### src/rtl/dadda_mac_acc_if.sv
// dadda_mac_acc_if: operand input and dot-product output handshakes of the MAC
interface dadda_mac_acc_if #(parameter int ACC_W = 19);
  logic             in_valid;
  logic             in_ready;
  logic [7:0]       a;
  logic [7:0]       b;
  logic             out_valid;
  logic             out_ready;
  logic [ACC_W-1:0] out_acc;
  logic             out_ovf;
  modport master (output in_valid, a, b, out_ready, input in_ready, out_valid, out_acc, out_ovf);
  modport slave (input in_valid, a, b, out_ready, output in_ready, out_valid, out_acc, out_ovf);
endinterface

### src/rtl/dadda_mac_acc.sv
// dadda_mac_acc: streaming multiply-accumulate of N_TERMS products from an 8x8 Dadda multiplier
module dadda_8 (
  input  logic [7:0]  i_a,
  input  logic [7:0]  i_b,
  output logic [15:0] o_p
);
  logic [7:0][15:0] w_pp;
  logic [5:0][15:0] w_s1;
  logic [3:0][15:0] w_s2;
  logic [2:0][15:0] w_s3;
  logic [1:0][15:0] w_s4;
  function automatic logic [31:0] csa(input logic [15:0] x, input logic [15:0] y, input logic [15:0] z);
    return {(x & y | x & z | y & z) << 1, x ^ y ^ z};
  endfunction
  // Partial products reduced through heights 8-6-4-3-2 with 3:2 compressors, carry word above sum word
  always_comb begin
    for (int i = 0; i < 8; i++) w_pp[i] = {8'h00, i_a & {8{i_b[i]}}} << i;
    w_s1[1:0] = csa(w_pp[0], w_pp[1], w_pp[2]);
    w_s1[3:2] = csa(w_pp[3], w_pp[4], w_pp[5]);
    w_s1[5:4] = w_pp[7:6];
    w_s2[1:0] = csa(w_s1[0], w_s1[1], w_s1[2]);
    w_s2[3:2] = csa(w_s1[3], w_s1[4], w_s1[5]);
    w_s3[1:0] = csa(w_s2[0], w_s2[1], w_s2[2]);
    w_s3[2]   = w_s2[3];
    w_s4      = csa(w_s3[0], w_s3[1], w_s3[2]);
  end
  assign o_p = w_s4[0] + w_s4[1];
endmodule

module dadda_mac_acc #(
  parameter int N_TERMS = 8,
  parameter int ACC_W   = 19
) (
  input  logic            clk,
  input  logic            rst,
  input  logic            flush,
  dadda_mac_acc_if.slave  bus
);
  typedef enum logic {ACCUM, DONE} state_t;
  localparam logic [7:0] N = 8'(N_TERMS);
  state_t           r_state, w_state_nxt;
  logic [7:0]       r_a, r_b, r_acc_cnt, r_sum_cnt, w_acc_cnt_nxt;
  logic             r_v1, r_v2, r_in_ready, r_ovf;
  logic [15:0]      r_p, w_prod;
  logic [ACC_W-1:0] r_acc;
  logic [ACC_W:0]   w_sum;
  logic             w_accept, w_clear;

  dadda_8 u_mul (.i_a(r_a), .i_b(r_b), .o_p(w_prod));

  // Handshake decode and next state: DONE once the last product lands, back to ACCUM on consume
  always_comb begin
    w_accept      = bus.in_valid & r_in_ready;
    w_clear       = rst | flush | (r_state == DONE & bus.out_ready);
    w_sum         = {1'b0, r_acc} + {{(ACC_W - 15){1'b0}}, r_p};
    w_acc_cnt_nxt = w_clear ? 8'd0 : r_acc_cnt + {7'd0, w_accept};
    w_state_nxt   = r_state == ACCUM ? ((r_v2 && r_sum_cnt + 8'd1 == N) ? DONE : ACCUM)
                                     : (bus.out_ready ? ACCUM : DONE);
  end

  // State register; rst and flush both abort to ACCUM
  always_ff @(posedge clk) r_state <= (rst | flush) ? ACCUM : w_state_nxt;

  // in_ready registered from next state and next count so it has no path from in_valid/out_ready
  always_ff @(posedge clk) r_in_ready <= rst | flush | (w_state_nxt == ACCUM && w_acc_cnt_nxt < N);

  // Operand and product stages; contents are don't-care whenever their valid bit is low
  always_ff @(posedge clk) begin
    if (w_accept) {r_a, r_b} <= {bus.a, bus.b};
    r_p <= w_prod;
  end

  // Valid pipeline, counters and wrapping accumulator with sticky carry-out
  always_ff @(posedge clk) begin
    if (w_clear) begin
      {r_v1, r_v2, r_ovf} <= '0;
      r_acc_cnt <= '0;
      r_sum_cnt <= '0;
      r_acc     <= '0;
    end else begin
      r_v1      <= w_accept;
      r_v2      <= r_v1;
      r_acc_cnt <= w_acc_cnt_nxt;
      if (r_v2) begin
        r_acc     <= w_sum[ACC_W-1:0];
        r_ovf     <= r_ovf | w_sum[ACC_W];
        r_sum_cnt <= r_sum_cnt + 8'd1;
      end
    end
  end

  assign bus.in_ready  = r_in_ready;
  assign bus.out_valid = r_state == DONE;
  assign bus.out_acc   = r_acc;
  assign bus.out_ovf   = r_ovf;
endmodule

### src/flat_wrapper.sv
// flat-port wrapper written by rule: the top's interface ports become plain ports
module dadda_mac_acc_flat 
#(
  parameter int N_TERMS = 8,
  parameter int ACC_W   = 19
)
  (clk, rst, flush, bus_in_valid, bus_a, bus_b, bus_out_ready, bus_in_ready, bus_out_valid, bus_out_acc, bus_out_ovf);
  dadda_mac_acc_if #(.ACC_W(ACC_W)) bus_i ();
  input  logic clk;
  input  logic rst;
  input  logic flush;
  input wire logic [$bits(bus_i.in_valid)-1:0] bus_in_valid;
  input wire logic [$bits(bus_i.a)-1:0] bus_a;
  input wire logic [$bits(bus_i.b)-1:0] bus_b;
  input wire logic [$bits(bus_i.out_ready)-1:0] bus_out_ready;
  output wire logic [$bits(bus_i.in_ready)-1:0] bus_in_ready;
  output wire logic [$bits(bus_i.out_valid)-1:0] bus_out_valid;
  output wire logic [$bits(bus_i.out_acc)-1:0] bus_out_acc;
  output wire logic [$bits(bus_i.out_ovf)-1:0] bus_out_ovf;
  assign bus_i.in_valid = bus_in_valid;
  assign bus_i.a = bus_a;
  assign bus_i.b = bus_b;
  assign bus_i.out_ready = bus_out_ready;
  assign bus_in_ready = bus_i.in_ready;
  assign bus_out_valid = bus_i.out_valid;
  assign bus_out_acc = bus_i.out_acc;
  assign bus_out_ovf = bus_i.out_ovf;
  dadda_mac_acc #(.N_TERMS(N_TERMS), .ACC_W(ACC_W)) u_core (.clk(clk), .rst(rst), .flush(flush), .bus(bus_i));
endmodule
### config.mk
export PLATFORM = sky130hd
export DESIGN_NAME = dadda_mac_acc_flat
export DESIGN_NICKNAME = d
export VERILOG_FILES = /design/src/rtl/dadda_mac_acc_if.sv /design/src/rtl/dadda_mac_acc.sv /design/src/flat_wrapper.sv
export SDC_FILE = /design/constraint.sdc
export NUM_CORES = 1
export LEC_CHECK = 0
export BUFFER_PORTS_ARGS = -buffer_cell sky130_fd_sc_hd__buf_4
export CAP_MARGIN = 20
export CORE_UTILIZATION = 61
export CTS_BUF_LIST = sky130_fd_sc_hd__clkbuf_4 sky130_fd_sc_hd__clkbuf_8 sky130_fd_sc_hd__clkbuf_16
export CTS_CLUSTER_SIZE = 12
export DETAILED_ROUTE_END_ITERATION = 6
export PLACE_DENSITY = 0.83
export SLEW_MARGIN = 25
export SYNTH_ARGS = -nofsm -noshare
export SYNTH_HDL_FRONTEND = slang
export SYNTH_SLANG_ARGS = --single-unit
### constraint.sdc
create_clock -name clk -period 5.6 [get_ports clk]
set_input_delay 0.56 -clock clk [delete_from_list [all_inputs] [get_ports clk]]
set_output_delay 0.56 -clock clk [all_outputs]
set_load 0.02 [all_outputs]
==> flow_metrics.py, run 1 <==
metrics = {
    "status": {
        "status": "finished clean",
    },
    "detailed_routing": {
        "drt-total-wl_um": 9990,
        "first_iter_violations": 142,
        "route.detailed.drc": 0,
        "antenna_left": 0,
        "met3_length_um": 583,
        "routed-via-count": 3856,
        "routedWlPerCell_um": 15.0,
        "drt-pass1-iter-count": 5,
        "met2_length_um": 5040,
        "wl_met1_um": 4190,
        "viasPerCell": 5.79,
        "top_layer_used": "met4",
    },
    "cts": {
        "clock_latency_ns": 0.35,
        "post_cts_buffers": 0,
        "numClockSinks": 72,
        "cts_tree": "yes",
        "clockBufferDepth": 2,
        "cts_made_buffers": 9,
        "htreeDepth": 3,
        "cts_root_buf": "clkbuf_8",
        "hold_buffers": 0,
        "cts_resized": 0,
        "clkTransAtPathRegs_ns": 0.07,
    },
    "grt": {
        "antenna_found_initial": 0,
        "grt_start_max_net_pins": 26,
        "overflow": 0,
        "grt_usage_pct": 25.3,
        "grt_pass1_wl_um": 16900,
        "grt_pass1_vias": 3787,
    },
    "worst_setup_path": {
        "cp-end-kind": "flip-flop",
        "critPathLaunchType": "flip-flop",
        "critPathKind": "reg -> reg",
        "path_cells": "and2_1, fa_1, inv_1, fa_1, inv_1, fa_1, ha_1, ha_1, fa_1, a21o_1, a21oi_1, o211ai_1, a31o_2, a21oi_1, xnor2_1",
        "critPathSlowestCell": "fa_1",
        "cp_slowest_stage_delay_ns": 0.53,
        "crit_fanout": 8,
        "cpMostUsedCell": "fa_1",
        "critPathArrivalTime_ns": 4.74,
        "required_ns": 5.87,
    },
    "layout": {
        "drive_gt1_share_pct": 12.6,
        "seq_area_mm2": 0.00160,
        "nNetsFinal": 665,
        "multi_input_area_mm2": 0.00324,
        "area_growth_syn_to_layout_pct": 12.7,
        "diodes": 0,
        "nFillCells": 614,
    },
    "floorplanning": {
        "rows": 32,
        "die_x_um": 92.7,
        "core-area_mm2": 0.00785,
        "ios": 43,
        "die-height_um": 92.7,
        "dieArea_mm2": 0.00859,
        "initial_core_util_pct": 63.9,
    },
    "power_and_ir_drop": {
        "finalPower_mw": 1.71,
        "p_per_area_mw_per_mm2": 303,
        "vdd_drop_max_mv": 0.149,
        "p_leak_nw": 2.55,
    },
    "logic_synthesis": {
        "yosysTopAreaCell": "dfxtp_1",
        "yosysMostFrequentCell": "dfxtp_1",
        "ys_ff_latch": 72,
        "netlist_instances": 509,
        "yosys-top-cells-count": "dfxtp_1 (56), and2_1 (53), ha_1 (45), nand2_1 (43)",
        "seq_area_frac_synth_pct": 31.9,
        "synth_area_leaders": "dfxtp_1 (22%), fa_1 (16%), ha_1 (11%)",
        "synthArstFlopShare_pct": 0,
        "syn_nets": 615,
        "yosysWarnings": 0,
        "ys_types": 53,
        "ys.flop_type": "dfxtp_1",
        "synth_edf_count": 16,
        "synth.top_cell.area_share_pct": 22.4,
        "syn_area_per_cell_um2": 9.85,
        "netlist_area_mm2": 0.00501,
    },
    "sta": {
        "fmax_mhz": 224,
        "finalHoldViolations": 0,
        "slew-limit-headroom_pct": 51.6,
        "clock_skew_ns": 0.0129,
        "period_minus_slack_ns": 4.47,
        "period_share_pct": 79.8,
        "rsz0062_at_grt": "false",
        "worst_pin_slew_ns": 0.726,
        "setup_tns_ns": 0,
        "setup_violations": 0,
        "slew_violations": 0,
    },
    "placement": {
        "gp_congestion": 0.944,
        "io_buffers": 42,
        "dpl.hpwl_um": 7780,
    },
    "flow_run": {
        "drv_cap": 0,
    },
    "hold_path": {
        "hold_path_class": "in -> reg",
    },
}
[state kept, by name, indices dropped and copies added (netlist names)]
signal,flops
u_core.r_b,8
u_core.r_v1,1
u_core.bus.out_valid,1
u_core.r_sum_cnt,8
u_core.r_acc_cnt,8
u_core.bus.in_ready,1
u_core.bus.out_acc,19
u_core.bus.out_ovf,1
u_core.r_v2,1
u_core.r_p,16
u_core.r_a,8
[routing by layer]
metal | track usage (%) | vias to the layer above
li1 | - | 1852
met1 | 30.4 | 1843
met2 | 44.6 | 143
met3 | 5.67 | 18
met4 | 8.46 | 0
met5 | 0 | -
[path summary, 6_finish.rpt]
path / endpoint / cells past startpoint / slack (ns) / start
worst max-delay path: u_core.r_p[15] / 15 / 1.13 / u_core.r_a[2]
worst min-delay path: u_core.r_a[5] / 1 / 0.38 / bus_a[5]
worst min register to register: u_core.r_v2 / 1 / 0.43 / u_core.r_v1
worst max register to register: u_core.r_p[15] / 15 / 1.13 / u_core.r_a[2]
[power by group]
part	switching (mW)	internal [mW]	total (mW)
Sequential	0.0322	0.594	0.626
Combinational	0.365	0.299	0.664
Clock	0.207	0.213	0.420
[cells by family (layout without fill, tap and decap cells)]
group / Yosys count / in the layout / synth area share [%]
AOI/OAI and AO/OA: 90 / 90 / 12.4
xor gates and xnor gates: 26 / 26 / 4.54
adders and majority gates: 85 / 85 / 27.2
buffers and inverters: 47 / 102 / 3.54
DFF: 72 / 72 / 31.9
muxes: 8 / 8 / 1.60
and+or+nand+nor: 181 / 181 / 18.8
[layout make-up]
class                           count  area share, %
Clock buffer                       10           2.32
Clock inverter                      6           1.17
Inverter                           41           2.72
Multi-Input combinational cell    390           57.2
Sequential cell                    72           28.3
Tap cell                          102           2.26
Timing Repair Buffer               45           5.97
[worst max-delay path, delay by kind of cell, from the launching register on]
kind                       cells  cell delay (ns)
xor gates and xnor gates       1             0.14
buffers and inverters          2             0.10
adders and majority gates      6             2.39
DFF                            1             0.48
and+or+nand+nor                1             0.22
AOI/OAI and AO/OA              5             1.06
[cell usage in the layout (no fill, tap or decap), types with 8 or more instances in the layout]
| master | netlist | layout |
|---|---|---|
| and2_1 | 53 | 53 |
| dfxtp_1 | 56 | 56 |
| mux2i_1 | 8 | 8 |
| clkbuf_8 | 0 | 9 |
| fa_1 | 40 | 40 |
| nand2_1 | 43 | 43 |
| nor3_1 | 11 | 11 |
| inv_1 | 40 | 40 |
| buf_4 | 0 | 45 |
| edfxtp_1 | 16 | 16 |
| nand3_1 | 10 | 10 |
| a21oi_1 | 20 | 20 |
| nor2_1 | 31 | 31 |
| o21ai_0 | 18 | 18 |
| ha_1 | 45 | 45 |
| xor2_1 | 15 | 15 |
| xnor2_1 | 11 | 11 |
| a21o_1 | 14 | 14 |
[metrics by stage]
step | util [%] | instances | instance area (um2) | worst slack [ns] | hold WS (ns)
after global routing | 72.1 | 666 | 5650 | 0.895 | 0.358
after global placement | 69.5 | 650 | 5460 | 1.26 | 0.407
final | 72.1 | 666 | 5650 | 1.13 | 0.384
after detailed placement | 69.5 | 650 | 5460 | 1.13 | 0.414
after CTS | 72.1 | 666 | 5650 | 1.12 | 0.363
after floorplan | - | 509 | 5010 | 1.42 | 0.406
Note: power is estimated with default switching activity, not from simulation.
==> run 2, diff against run 1 <==
CORE_UTILIZATION = 55   (was 61)
PLACE_DENSITY = 0.79   (was 0.83)
clock period = 3.85 ns   (was 5.6 ns; I/O delays follow)
==> run 2 against run 1 <==
Effect of this change:
- the flow now finishes with violations (setup timing)
- global-route usage decreased by 2.6 points
- utilization decreased by 2.8 points
- clock skew decreased by 0.0053 ns
- clock power increased by 19%
==> flow_metrics.py, run 2 (synthesis gave the netlist of run 1 again) <==
metrics = {
    "cts": {
        "cts_made_buffers": 9,
        "cts_root_buf": "clkbuf_8",
        "htreeDepth": 3,
        "cts_tree": "yes",
        "numClockSinks": 72,
        "clock_latency_ns": 0.35,
        "clockBufferDepth": 2,
        "hold_buffers": 0,
        "clkTransAtPathRegs_ns": 0.07,
    },
    "detailed_routing": {
        "viasPerCell": 5.45,
        "top_layer_used": "met4",
        "route.detailed.drc": 0,
        "routedWlPerCell_um": 14.5,
        "routed-via-count": 3878,
        "met3_length_um": 277,
        "first_iter_violations": 140,
        "wl_met1_um": 4680,
        "drt-pass1-iter-count": 4,
        "met2_length_um": 5270,
        "antenna_left": 0,
        "drt-total-wl_um": 10300,
    },
    "worst_setup_path": {
        "required_ns": 4.12,
        "crit_fanout": 5,
        "cp-end-kind": "flip-flop",
        "critPathLaunchType": "flip-flop",
        "critPathArrivalTime_ns": 4.37,
        "r2r_setup_slack_ns": -0.24,
        "critPathKind": "reg -> reg",
    },
    "sta": {
        "holdWs_ns": 0.215,
        "slew_violations": 0,
        "worst_pin_slew_ns": 0.971,
        "fmax_mhz": 244,
        "finalHoldViolations": 0,
        "period_share_pct": 106,
        "period_minus_slack_ns": 4.09,
        "setup_ws_ns": -0.245,
        "setup_violations": 6,
        "clock_skew_ns": 0.00759,
        "rsz0062_at_grt": "true",
        "slew-limit-headroom_pct": 35.2,
    },
    "layout": {
        "diodes": 0,
        "mostFrequentLayoutCells": "buf_4 (85), dfxtp_1 (56), and2_1 (47), nand2_1 (41), ha_1 (39)",
        "layoutNonFillerInstCount": 712,
        "largest_reg_flops": 19,
        "area_growth_syn_to_layout_pct": 21.0,
        "drive_gt1_share_pct": 23.0,
        "final_util_pct": 69.2,
        "layout_commonest_cell": "buf_4",
        "nNetsFinal": 706,
    },
    "grt": {
        "overflow": 0,
        "grt_pass1_wl_um": 17600,
        "grt_start_max_net_pins": 32,
        "grt_usage_pct": 22.7,
        "antenna_found_initial": 0,
        "grt_pass1_vias": 4006,
    },
    "power_and_ir_drop": {
        "p_leak_nw": 2.74,
        "p_per_area_mw_per_mm2": 460,
        "vdd_drop_max_mv": 0.272,
        "finalPower_mw": 2.79,
    },
    "floorplanning": {
        "core-area_mm2": 0.00876,
        "die-height_um": 97.5,
        "die_x_um": 97.5,
        "ios": 43,
        "dieArea_mm2": 0.00950,
        "initial_core_util_pct": 57.2,
        "rows": 34,
    },
    "placement": {
        "io_buffers": 42,
        "placedCellCount": 684,
        "gp_congestion": 0.901,
        "dpl.hpwl_um": 7960,
    },
    "status": {
        "violations": "setup timing",
        "status": "finished, violations left",
    },
    "hold_path": {
        "hold_path_class": "in -> reg",
    },
    "flow_run": {
        "drv_cap": 0,
    },
}
[run 2: changes by cell type in the layout (fill, tap and decap cells not counted), moves of 3 or more]
| cell | delta |
|---|---|
| a21oi_2 | +3 |
| and2_4 | +6 |
| fa_1 | -5 |
| buf_4 | +40 |
| a21oi_1 | -3 |
| ha_4 | +5 |
| ha_1 | -6 |
| fa_2 | +5 |
| clkinv_2 | +3 |
| and2_1 | -6 |
[run 2: timing repair]
| action | 4_1_cts | 5_1_grt |
|---|---|---|
| setup endpoints to repair | 5 | 7 |
| pin swaps | 17 | 7 |
| setup buffers | 12 | 3 |
| gates resized for setup | 12 | 6 |
[run 2: final cells by class]
class / count / area [um2]
Multi-Input combinational cell: 390 / 3360
Sequential cell: 72 / 1600
Clock buffer: 9 / 124
Inverter: 41 / 154
Clock inverter: 6 / 37.5
Timing Repair Buffer: 86 / 649
Tap cell: 108 / 135
Fill cell: 650 / 2700
[run 2: metrics by stage]
stage / cell area, um2 / worst slack, ns / setup TNS (ns)
floorplan: 5070 / -0.0862 / -0.0862
global placement: 5730 / -0.179 / -0.410
detailed placement: 5730 / -0.268 / -0.797
CTS: 6020 / -0.223 / -0.531
global route: 6070 / -0.365 / -1.59
finish: 6070 / -0.245 / -0.759
[run 2: power breakdown]
group | total (mW) | switching, mW | internal [mW]
registers | 0.906 | 0.0420 | 0.864
clock network | 0.501 | 0.274 | 0.227
logic | 1.38 | 0.663 | 0.718
[run 2: path summary, 6_finish.rpt]
path                                     from        endpoint  cells past startpoint
worst min-delay path                 bus_a[7]   u_core.r_a[7]                      1
worst min register to register    u_core.r_v1     u_core.r_v2                      1
worst max register to register  u_core.r_a[3]  u_core.r_p[15]                     14
worst max-delay path            u_core.r_a[3]  u_core.r_p[15]                     14
[run 2: layer usage]
| metal | vias up | track usage (%) |
|---|---|---|
| li1 | 1931 | - |
| met4 | 0 | 6.11 |
| met2 | 68 | 41.2 |
| met1 | 1870 | 27.2 |
| met3 | 9 | 4.46 |
| met5 | - | 0 |
[run 2: worst max-delay path, cell delays in order, from the launching register on]
cell and delay [ns]:
edfxtp_1 0.50, buf_4 0.19, and2_1 0.14, fa_1 0.50
inv_1 0.06, fa_1 0.47, fa_1 0.54, inv_1 0.05
fa_1 0.54, ha_4 0.22, a21oi_2 0.17, o211ai_1 0.12
a31o_2 0.26, a21oi_2 0.13, xnor2_1 0.12
==> run 3, diff against run 2 <==
MAX_ROUTING_LAYER = met4   (was unset)
==> run 3 against run 2 <==
Effect of this change:
- the run still ends with setup timing left
- setup slack lost 0.069 ns
- power grew 3.4%
- non-clock buffer count shrank 1
- final area grew 1.1%
- global-route usage grew 1.6 points
- critical endpoint unchanged
==> flow_metrics.py, run 3 (synthesis gave the netlist of run 1 again) <==
metrics = {
    "status": {
        "status": "finished, violations left",
        "violations": "setup timing",
    },
    "layout": {
        "largest_reg_flops": 19,
        "nFillCells": 629,
        "drive_gt1_share_pct": 23.2,
        "diodes": 0,
        "nNetsFinal": 705,
        "area_growth_syn_to_layout_pct": 22.3,
        "layout_commonest_cell": "buf_4",
        "final_area_mm2": 0.00613,
        "mostFrequentLayoutCells": "buf_4 (82), dfxtp_1 (56), and2_1 (47), nand2_1 (43), ha_1 (38)",
    },
    "placement": {
        "gp_congestion": 0.891,
        "placed_cell_area_mm2": 0.00573,
        "dpl.hpwl_um": 8110,
        "io_buffers": 42,
    },
    "sta": {
        "rsz0062_at_grt": "true",
        "slew-limit-headroom_pct": 53.7,
        "setup_violations": 5,
        "holdWs_ns": 0.218,
        "period_share_pct": 108,
        "period_minus_slack_ns": 4.16,
        "slew_violations": 0,
        "finalHoldViolations": 0,
        "worst_pin_slew_ns": 0.695,
        "setup_ws_ns": -0.314,
        "fmax_mhz": 240,
        "clock_skew_ns": 0.0119,
    },
    "worst_setup_path": {
        "crit_buf_inv": 2,
        "critPathSlowestCell": "fa_1",
        "r2r-start": "u_core.r_b[3]",
        "cpMostUsedCell": "fa_1",
        "critPathLaunchType": "flip-flop",
        "cp_slowest_stage_delay_ns": 0.54,
        "required_ns": 4.12,
        "crit_fanout": 7,
        "crit_family": "adder cells",
        "critPathArrivalTime_ns": 4.43,
        "cp-end-kind": "flip-flop",
        "path_cells": "and2_4, fa_1, inv_1, fa_1, inv_1, fa_1, ha_4, ha_4, fa_2, a21o_1, a21oi_2, o211ai_1, a31o_2, a21oi_2, xnor2_1",
        "critPathLaunch": "u_core.r_b[3]",
        "critPathKind": "reg -> reg",
    },
    "detailed_routing": {
        "routedWlPerCell_um": 15.0,
        "drt-pass1-iter-count": 4,
        "drt-total-wl_um": 10700,
        "antenna_left": 0,
        "first_iter_violations": 148,
        "route.detailed.drc": 0,
        "viasPerCell": 5.60,
        "routed-via-count": 3990,
    },
    "cts": {
        "clkTransAtPathRegs_ns": 0.08,
        "cts_root_buf": "clkbuf_8",
        "hold_buffers": 0,
        "cts_tree": "yes",
        "clock_latency_ns": 0.34,
        "htreeDepth": 3,
        "cts_made_buffers": 9,
        "numClockSinks": 72,
        "clockBufferDepth": 2,
    },
    "power_and_ir_drop": {
        "vdd_drop_max_mv": 0.309,
        "p_leak_nw": 2.75,
        "p_per_area_mw_per_mm2": 470,
    },
    "grt": {
        "grt_pass1_vias": 4166,
        "antenna_found_initial": 0,
        "grt_pass1_wl_um": 18300,
        "overflow": 0,
        "grt_start_max_net_pins": 32,
        "grt_usage_pct": 24.3,
    },
    "floorplanning": {
        "die-height_um": 97.5,
        "core-area_mm2": 0.00876,
        "initial_core_util_pct": 57.2,
        "die_x_um": 97.5,
        "ios": 43,
        "rows": 34,
        "dieArea_mm2": 0.00950,
    },
    "hold_path": {
        "hold_path_class": "in -> reg",
        "hp-start": "bus_a[5]",
    },
    "flow_run": {
        "drv_cap": 0,
    },
}
[run 3: final cells by class]
cell class                 count  area, um2  area share, %
tap                          108        135           2.20
sequential                    72       1600           26.1
clock buffer                  10        131           2.14
inverter                      41        154           2.51
clock inverter                 6       41.3          0.673
multi-input combinational    390       3420           55.8
timing repair buffer          85        649           10.6
[run 3: metrics by stage]
| stage | cells | setup slack, ns | power (mW) | TNS [ns] | util (%) |
|---|---|---|---|---|---|
| floorplan | 509 | -0.0862 | 1.74 | -0.0862 | - |
| global placement | 684 | -0.153 | 2.05 | -0.272 | 65.4 |
| detailed placement | 684 | -0.293 | 2.10 | -0.671 | 65.4 |
| CTS | 712 | -0.228 | 2.72 | -0.380 | 69.1 |
| global route | 712 | -0.449 | 3.09 | -1.44 | 70.0 |
| finish | 712 | -0.314 | 2.88 | -0.652 | 70.0 |
[run 3: path summary, 6_finish.rpt]
kind / endpoint / slack (ns) / depth (start not counted)
max: u_core.r_p[15] / -0.31 / 15
min: u_core.r_a[5] / 0.22 / 1
max reg2reg: u_core.r_p[15] / -0.31 / 15
min reg2reg: u_core.r_v2 / 0.45 / 1
[run 3: where the power goes]
group	switching [mW]	total, mW	internal (mW)
clock	0.290	0.534	0.244
sequential	0.0418	0.906	0.864
combinational	0.711	1.44	0.734
total	1.04	2.88	1.84
[run 3: per-layer routing]
layer	vias up	global-route usage (%)	share of wire (%)	wire length, um
li1	1938	-	-	-
met1	1906	28.5	43	4620
met2	116	41.6	51	5420
met3	30	5.04	4.1	443
met4	0	8.03	2.1	223
met5	-	-	0	0
[run 3: what timing repair did]
item | 4_1_cts | 5_1_grt
pin swaps | 16 | 8
endpoints found under the setup margin | 5 | 8
buffers inserted | 13 | 2
endpoints found under the hold margin | 0 | 0
gates resized for setup | 10 | 16
[run 3: worst reg2reg max path, stage by stage (launching register included)]
cell	delay [ns]
edfxtp_1	0.50
and2_4	0.19
fa_1	0.49
inv_1	0.06
fa_1	0.47
inv_1	0.05
fa_1	0.54
ha_4	0.23
ha_4	0.17
fa_2	0.37
a21o_1	0.18
a21oi_2	0.17
o211ai_1	0.14
a31o_2	0.29
a21oi_2	0.13
xnor2_1	0.12
